$ cat config.mk
export PLATFORM = sky130hd
export DESIGN_NAME = adia_rx_capture
export DESIGN_NICKNAME = d
export VERILOG_FILES = /design/src/rtl/adia_rx_capture.sv
export SDC_FILE = /design/constraint.sdc
export NUM_CORES = 1
export LEC_CHECK = 0
export CORE_MARGIN = 2
export CORE_UTILIZATION = 52
export CTS_CLUSTER_DIAMETER = 200
export DETAILED_ROUTE_END_ITERATION = 7
export PLACE_DENSITY = 0.83
export REMOVE_ABC_BUFFERS = 1
export SYNTH_ARGS = -nofsm -noshare
export SYNTH_HDL_FRONTEND = slang
export SYNTH_SLANG_ARGS = --single-unit
$ cat constraint.sdc
create_clock -name clk -period 3.9 [get_ports clk]
set_input_delay 0.975 -clock clk [delete_from_list [all_inputs] [get_ports clk]]
set_output_delay 0.975 -clock clk [all_outputs]
set_load 0.01 [all_outputs]
$ cat src/rtl/adia_rx_capture.sv
// Captures one dual-rail word per power-clock HOLD interval into a 2-entry FIFO.
// It also tracks sticky rail, overflow and phase-sequence error state.
module adia_rx_capture #(
  parameter int unsigned WIDTH = 32
) (
  input  logic             clk,
  input  logic             rst_n,
  input  logic [1:0]       phase,
  input  logic [WIDTH-1:0] in_t,
  input  logic [WIDTH-1:0] in_f,
  output logic [WIDTH-1:0] out_data,
  output logic             out_valid,
  input  logic             out_ready,
  output logic             err_rail,
  output logic             err_ovf,
  output logic             err_seq,
  output logic [7:0]       err_cnt,
  input  logic             err_clr
);

  localparam logic [1:0] PhHold = 2'b01;
  localparam logic [1:0] PhWait = 2'b11;

  logic [1:0]       phase_q;
  logic [WIDTH-1:0] mem_q [2];
  logic             wr_ptr_q, rd_ptr_q;
  logic [1:0]       count_q, count_d;
  logic             err_rail_q, err_rail_d;
  logic             err_ovf_q, err_ovf_d;
  logic             err_seq_q, err_seq_d;
  logic [7:0]       err_cnt_q, err_cnt_d;

  logic capture, well_formed, pop, push, ovf_event, rail_event, seq_event;

  always_comb begin
    capture     = (phase == PhHold) && (phase_q != PhHold);
    well_formed = (in_t == ~in_f);
    pop         = (count_q != 2'd0) && out_ready;
    // A full FIFO still accepts the word when the head leaves on the same edge.
    push        = capture && well_formed && ((count_q != 2'd2) || pop);
    ovf_event   = capture && well_formed && (count_q == 2'd2) && !out_ready;
    rail_event  = capture && !well_formed;
    // Legal moves are "no change" or advancing by one phase modulo 4.
    seq_event   = (phase != phase_q) && (phase != phase_q + 2'd1);
  end

  always_comb begin
    count_d = count_q;
    unique case ({push, pop})
      2'b10:   count_d = count_q + 2'd1;
      2'b01:   count_d = count_q - 2'd1;
      default: count_d = count_q;
    endcase
  end

  always_comb begin
    err_rail_d = err_rail_q | rail_event;
    err_ovf_d  = err_ovf_q | ovf_event;
    err_seq_d  = err_seq_q | seq_event;
    err_cnt_d  = err_cnt_q;
    if (err_clr) begin
      // An error arriving on the clear edge wins over the clear.
      err_rail_d = rail_event;
      err_ovf_d  = ovf_event;
      err_seq_d  = seq_event;
      err_cnt_d  = rail_event ? 8'd1 : 8'd0;
    end else if (rail_event && (err_cnt_q != 8'hFF)) begin
      err_cnt_d = err_cnt_q + 8'd1;
    end
  end

  always_ff @(posedge clk or negedge rst_n) begin
    if (!rst_n) begin
      phase_q    <= PhWait;
      wr_ptr_q   <= 1'b0;
      rd_ptr_q   <= 1'b0;
      count_q    <= 2'd0;
      err_rail_q <= 1'b0;
      err_ovf_q  <= 1'b0;
      err_seq_q  <= 1'b0;
      err_cnt_q  <= 8'd0;
      for (int i = 0; i < 2; i++) mem_q[i] <= '0;
    end else begin
      phase_q    <= phase;
      count_q    <= count_d;
      err_rail_q <= err_rail_d;
      err_ovf_q  <= err_ovf_d;
      err_seq_q  <= err_seq_d;
      err_cnt_q  <= err_cnt_d;
      if (push) begin
        mem_q[wr_ptr_q] <= in_t;
        wr_ptr_q        <= ~wr_ptr_q;
      end
      if (pop) rd_ptr_q <= ~rd_ptr_q;
    end
  end

  assign out_data  = mem_q[rd_ptr_q];
  assign out_valid = (count_q != 2'd0);
  assign err_rail  = err_rail_q;
  assign err_ovf   = err_ovf_q;
  assign err_seq   = err_seq_q;
  assign err_cnt   = err_cnt_q;

endmodule

==> metrics.md <==
| Metric | Value |
|---|---|
| Worst-Margin Slew | 995 ps |
| Commonest non-fill, non-tap cell in the layout | clkdlybuf4s50_1 |
| CTS resizes | 0 |
| Total Routed Length | roughly 8.8 mm |
| Initial antenna violation count | 0 |
| Clock share of power | 35.7% |
| CP max stage cell | clkdlybuf4s50_1 |
| DR pass1 iterations | 6 |
| Logic pwr share | 17.3% |
| Sw Share | approximately 25% |
| Yosys warns | 0 |
| Vias per cell | 5.32 |
| N_diodes | 0 |
| Cell depth of the worst flop-to-flop path | 9 |
| Buffers added on ports | 113 |
| Nets | 503 |
| Most frequent cells in the layout | clkdlybuf4s50_1 (112), dfrtp_1 (79), mux2_2 (70), xor2_1 (34), mux2_4 (30) |
| Cell Area, Synth | 4210 µm² |
| Std cell rows | 32 |
| P&R area growth vs syn | 33.4% |
| Hold_sp | err_seq$_DFF_PN0_ |
| Skew final | 5.32 ps |
| Worst R2R Setup Slack | 1300 ps |
| Min Hold Slack | 490 ps |
| Reg2reg start | phase_q[1]$_DFF_PN1_ |
| Slew headroom | 33.7% |
| Final Cycle Share | 82.1% |
| Final hold vios | 0 |
| # IOs | 114 |
| Internal power | 1380 µW |
| RSZ-0062 raised after global routing | false |
| Core area | between 7000 and 8000 µm² |
| Wirelength per Cell | 16.4 µm |
| Cell leakage power | 0.00266 µW |
| Yosys cell types | 39 |
| CP bufs+invs | 2 |
| Vias in the first global route | 3001 |
| Hold WC Path Type | flop to flop |
| Grt ovf | 0 |
| DP HPWL | roughly 6.4 mm |
| Pwr Density | between 300 and 400 nW/µm² |
| Sequential area share after synthesis | just under 50% |
| All-Layer GR Usage | 21.5% |
| Period minus WS final | about 3200 ps |
| ANT nets after route | 0 |
| Clock Sink Count | 81 |
| Worst reg2reg path endpoint | mem_q[25]$_DFFE_PN0P_ |
| Die height | 93.9 µm |
| CP delay by family, top | simple AND/OR/NAND/NOR gates |
| #FFs+latches synth | 81 |
| Syn Area/Cell | approximately 13 µm² |
| Total CTS buffers | 9 |
| CTS clk-pin slew, worst paths | approximately 80 ps |
| WS Path Type | input pin to flop |
| Clock Path Buffers | 2 |
| CP required | 4130 ps |
| Worst VDD drop | 0.000193 V |
| Max-slew violations | 0 |
| Largest net degree at the start of global routing | 82 |
| Detailed Route Iter0 Violations | 95 |
| Crit-path cells | clkdlybuf4s50_1 -> xor2_1 -> nand4_1 -> nor4_2 -> nand4_2 -> or2_2 -> buf_4 -> mux2_4 |
| Hold Crit Depth | 1 |
| Critical path's largest stage delay | 520 ps |
| Critical path endpoint category | flop |
| DRC Markers | 0 |
| Clk root buf | clkbuf_8 |
| Synth Instances | 313 |
| Die width | about 94 µm |
| Final GP Congestion | 0.829 |
| Arr. time, crit path | between 3000 and 4000 ps |
| Critical path fanouts, max | 22 |
| Worst-skew pair later-pin latency | roughly 350 ps |
| # H-tree levels | 3 |
| Endpoints failing setup | 0 |
| Max Cap Viol | 0 |
| Vias post-DR | 2856 |
| Share of cells above drive strength 1 | 30.6% |
| Area of the die | 8820 µm² |
| Worst Hold Endpoint | err_seq$_DFF_PN0_ |
| Total Neg Setup Slack | 0 ps |
| Final-layout fill cell count | 535 |
| Switching pwr | 468 µW |
| First-pass GRT wire length | 14.6 mm |
| Flop pwr share | between 40% and 50% |
| Post-CTS Setup Inserts | 0 |
| Fmax | 312 MHz |
| Startpoint Class | input pin |
| TritonCTS clock tree | built |
| Hold buffer count at CTS | 0 |
| Status | finished clean |
| Starting density of the core | 54.2% |
[logic make-up after synthesis]
family,count (synthesis),share of synthesized area [%]
and+or+nand+nor,61,8.15
muxes,101,29.7
AOI/OAI and AO/OA,11,1.75
xor gates and xnor gates,39,8.12
DFF,81,48.2
buffers and inverters,17,3.15
adders and majority gates,3,0.892
[worst max-delay path by stage]
| stage | start | to | cells after the start |
|---|---|---|---|
| final | in_t[2] | mem_q[25]$_DFFE_PN0P_ | 8 |
| after global routing | in_t[2] | mem_q[12]$_DFFE_PN0P_ | 8 |
| after CTS | in_t[2] | mem_q[6]$_DFFE_PN0P_ | 8 |
| after detailed placement | in_t[2] | mem_q[22]$_DFFE_PN0P_ | 8 |
| after global placement | in_t[2] | mem_q[6]$_DFFE_PN0P_ | 8 |
| after floorplan | in_f[2] | mem_q[32]$_DFFE_PN0P_ | 6 |
[worst reg2reg max path: cells and delay by family, from the launching register on]
kind                     cells  cell delay [ps]
AO/OA/AOI/OAI                1              280
AND/OR/NAND/NOR              4              820
multiplexers                 1              350
adder cells (fa/ha/maj)      1              180
flip-flops                   1              540
buffers and inverters        2              320
[cell usage after synthesis (all sizes together)]
cell type | number | area share (%)
nor2 | 15 | 1.3
nor2b | 4 | 0.59
inv | 3 | 0.27
nor3 | 1 | 0.12
nor4 | 4 | 0.74
a21oi | 4 | 0.48
a22o | 1 | 0.21
clkbuf | 6 | 0.54
dfrtp | 79 | 47
a211o | 1 | 0.21
xnor2 | 5 | 1.0
xor2 | 34 | 7.1
o21ai | 1 | 0.12
dfstp | 2 | 1.2
nand2 | 9 | 0.86
mux2 | 100 | 29
o2bb2ai | 1 | 0.21
a21o | 1 | 0.18
or2 | 3 | 0.45
mux2i | 1 | 0.24
nor4b | 2 | 0.42
buf | 8 | 2.3
nor4bb | 1 | 0.24
and3 | 2 | 0.33
or4 | 2 | 0.36
nand4 | 13 | 2.1
o31ai | 2 | 0.36
nand3 | 4 | 0.48
and2 | 1 | 0.15
ha | 3 | 0.89
[sequential cells by signal (all words and copies together) (netlist names)]
name and flops:
mem_q 64, err_cnt 8, count_q 2, phase_q 2, err_ovf 1, err_rail 1, err_seq 1, rd_ptr_q 1
wr_ptr_q 1
[per-layer routing]
layer,up-vias,global-route usage (%),wire [µm]
met4,0,4.71,67
li1,1344,-,-
met2,84,35.8,4340
met5,-,0,0
met1,1420,27.6,3860
met3,8,6.90,541
[power groups by stage]
stage,sequential [µW],clock (µW),combinational [µW]
2_1_floorplan,919,0,112
3_3_place_gp,883,0,315
3_5_place_dp,883,0,322
4_1_cts,867,672,324
5_1_grt,870,710,345
6_report,867,659,320
[per-stage QoR]
stage	area [µm²]	setup slack (ps)	std cells	total power (µW)	utilization, %
5_1_grt	5610	567	537	1930	72.2
6_report	5610	698	537	1850	72.2
4_1_cts	5610	703	537	1860	72.2
2_1_floorplan	4090	258	299	1030	-
3_5_place_dp	5400	316	521	1210	69.5
3_3_place_gp	5400	441	521	1200	69.5
[layout make-up]
| class | count | area, µm² | area share [%] |
|---|---|---|---|
| clock inverter | 6 | 82.6 | 1.47 |
| multi-input combinational | 215 | 2050 | 36.6 |
| clock buffer | 10 | 128 | 2.27 |
| timing repair buffer | 120 | 1180 | 21.0 |
| inverter | 3 | 11.3 | 0.201 |
| sequential | 81 | 2030 | 36.2 |
| tap | 102 | 128 | 2.27 |
(Power assumes the default switching activity.)
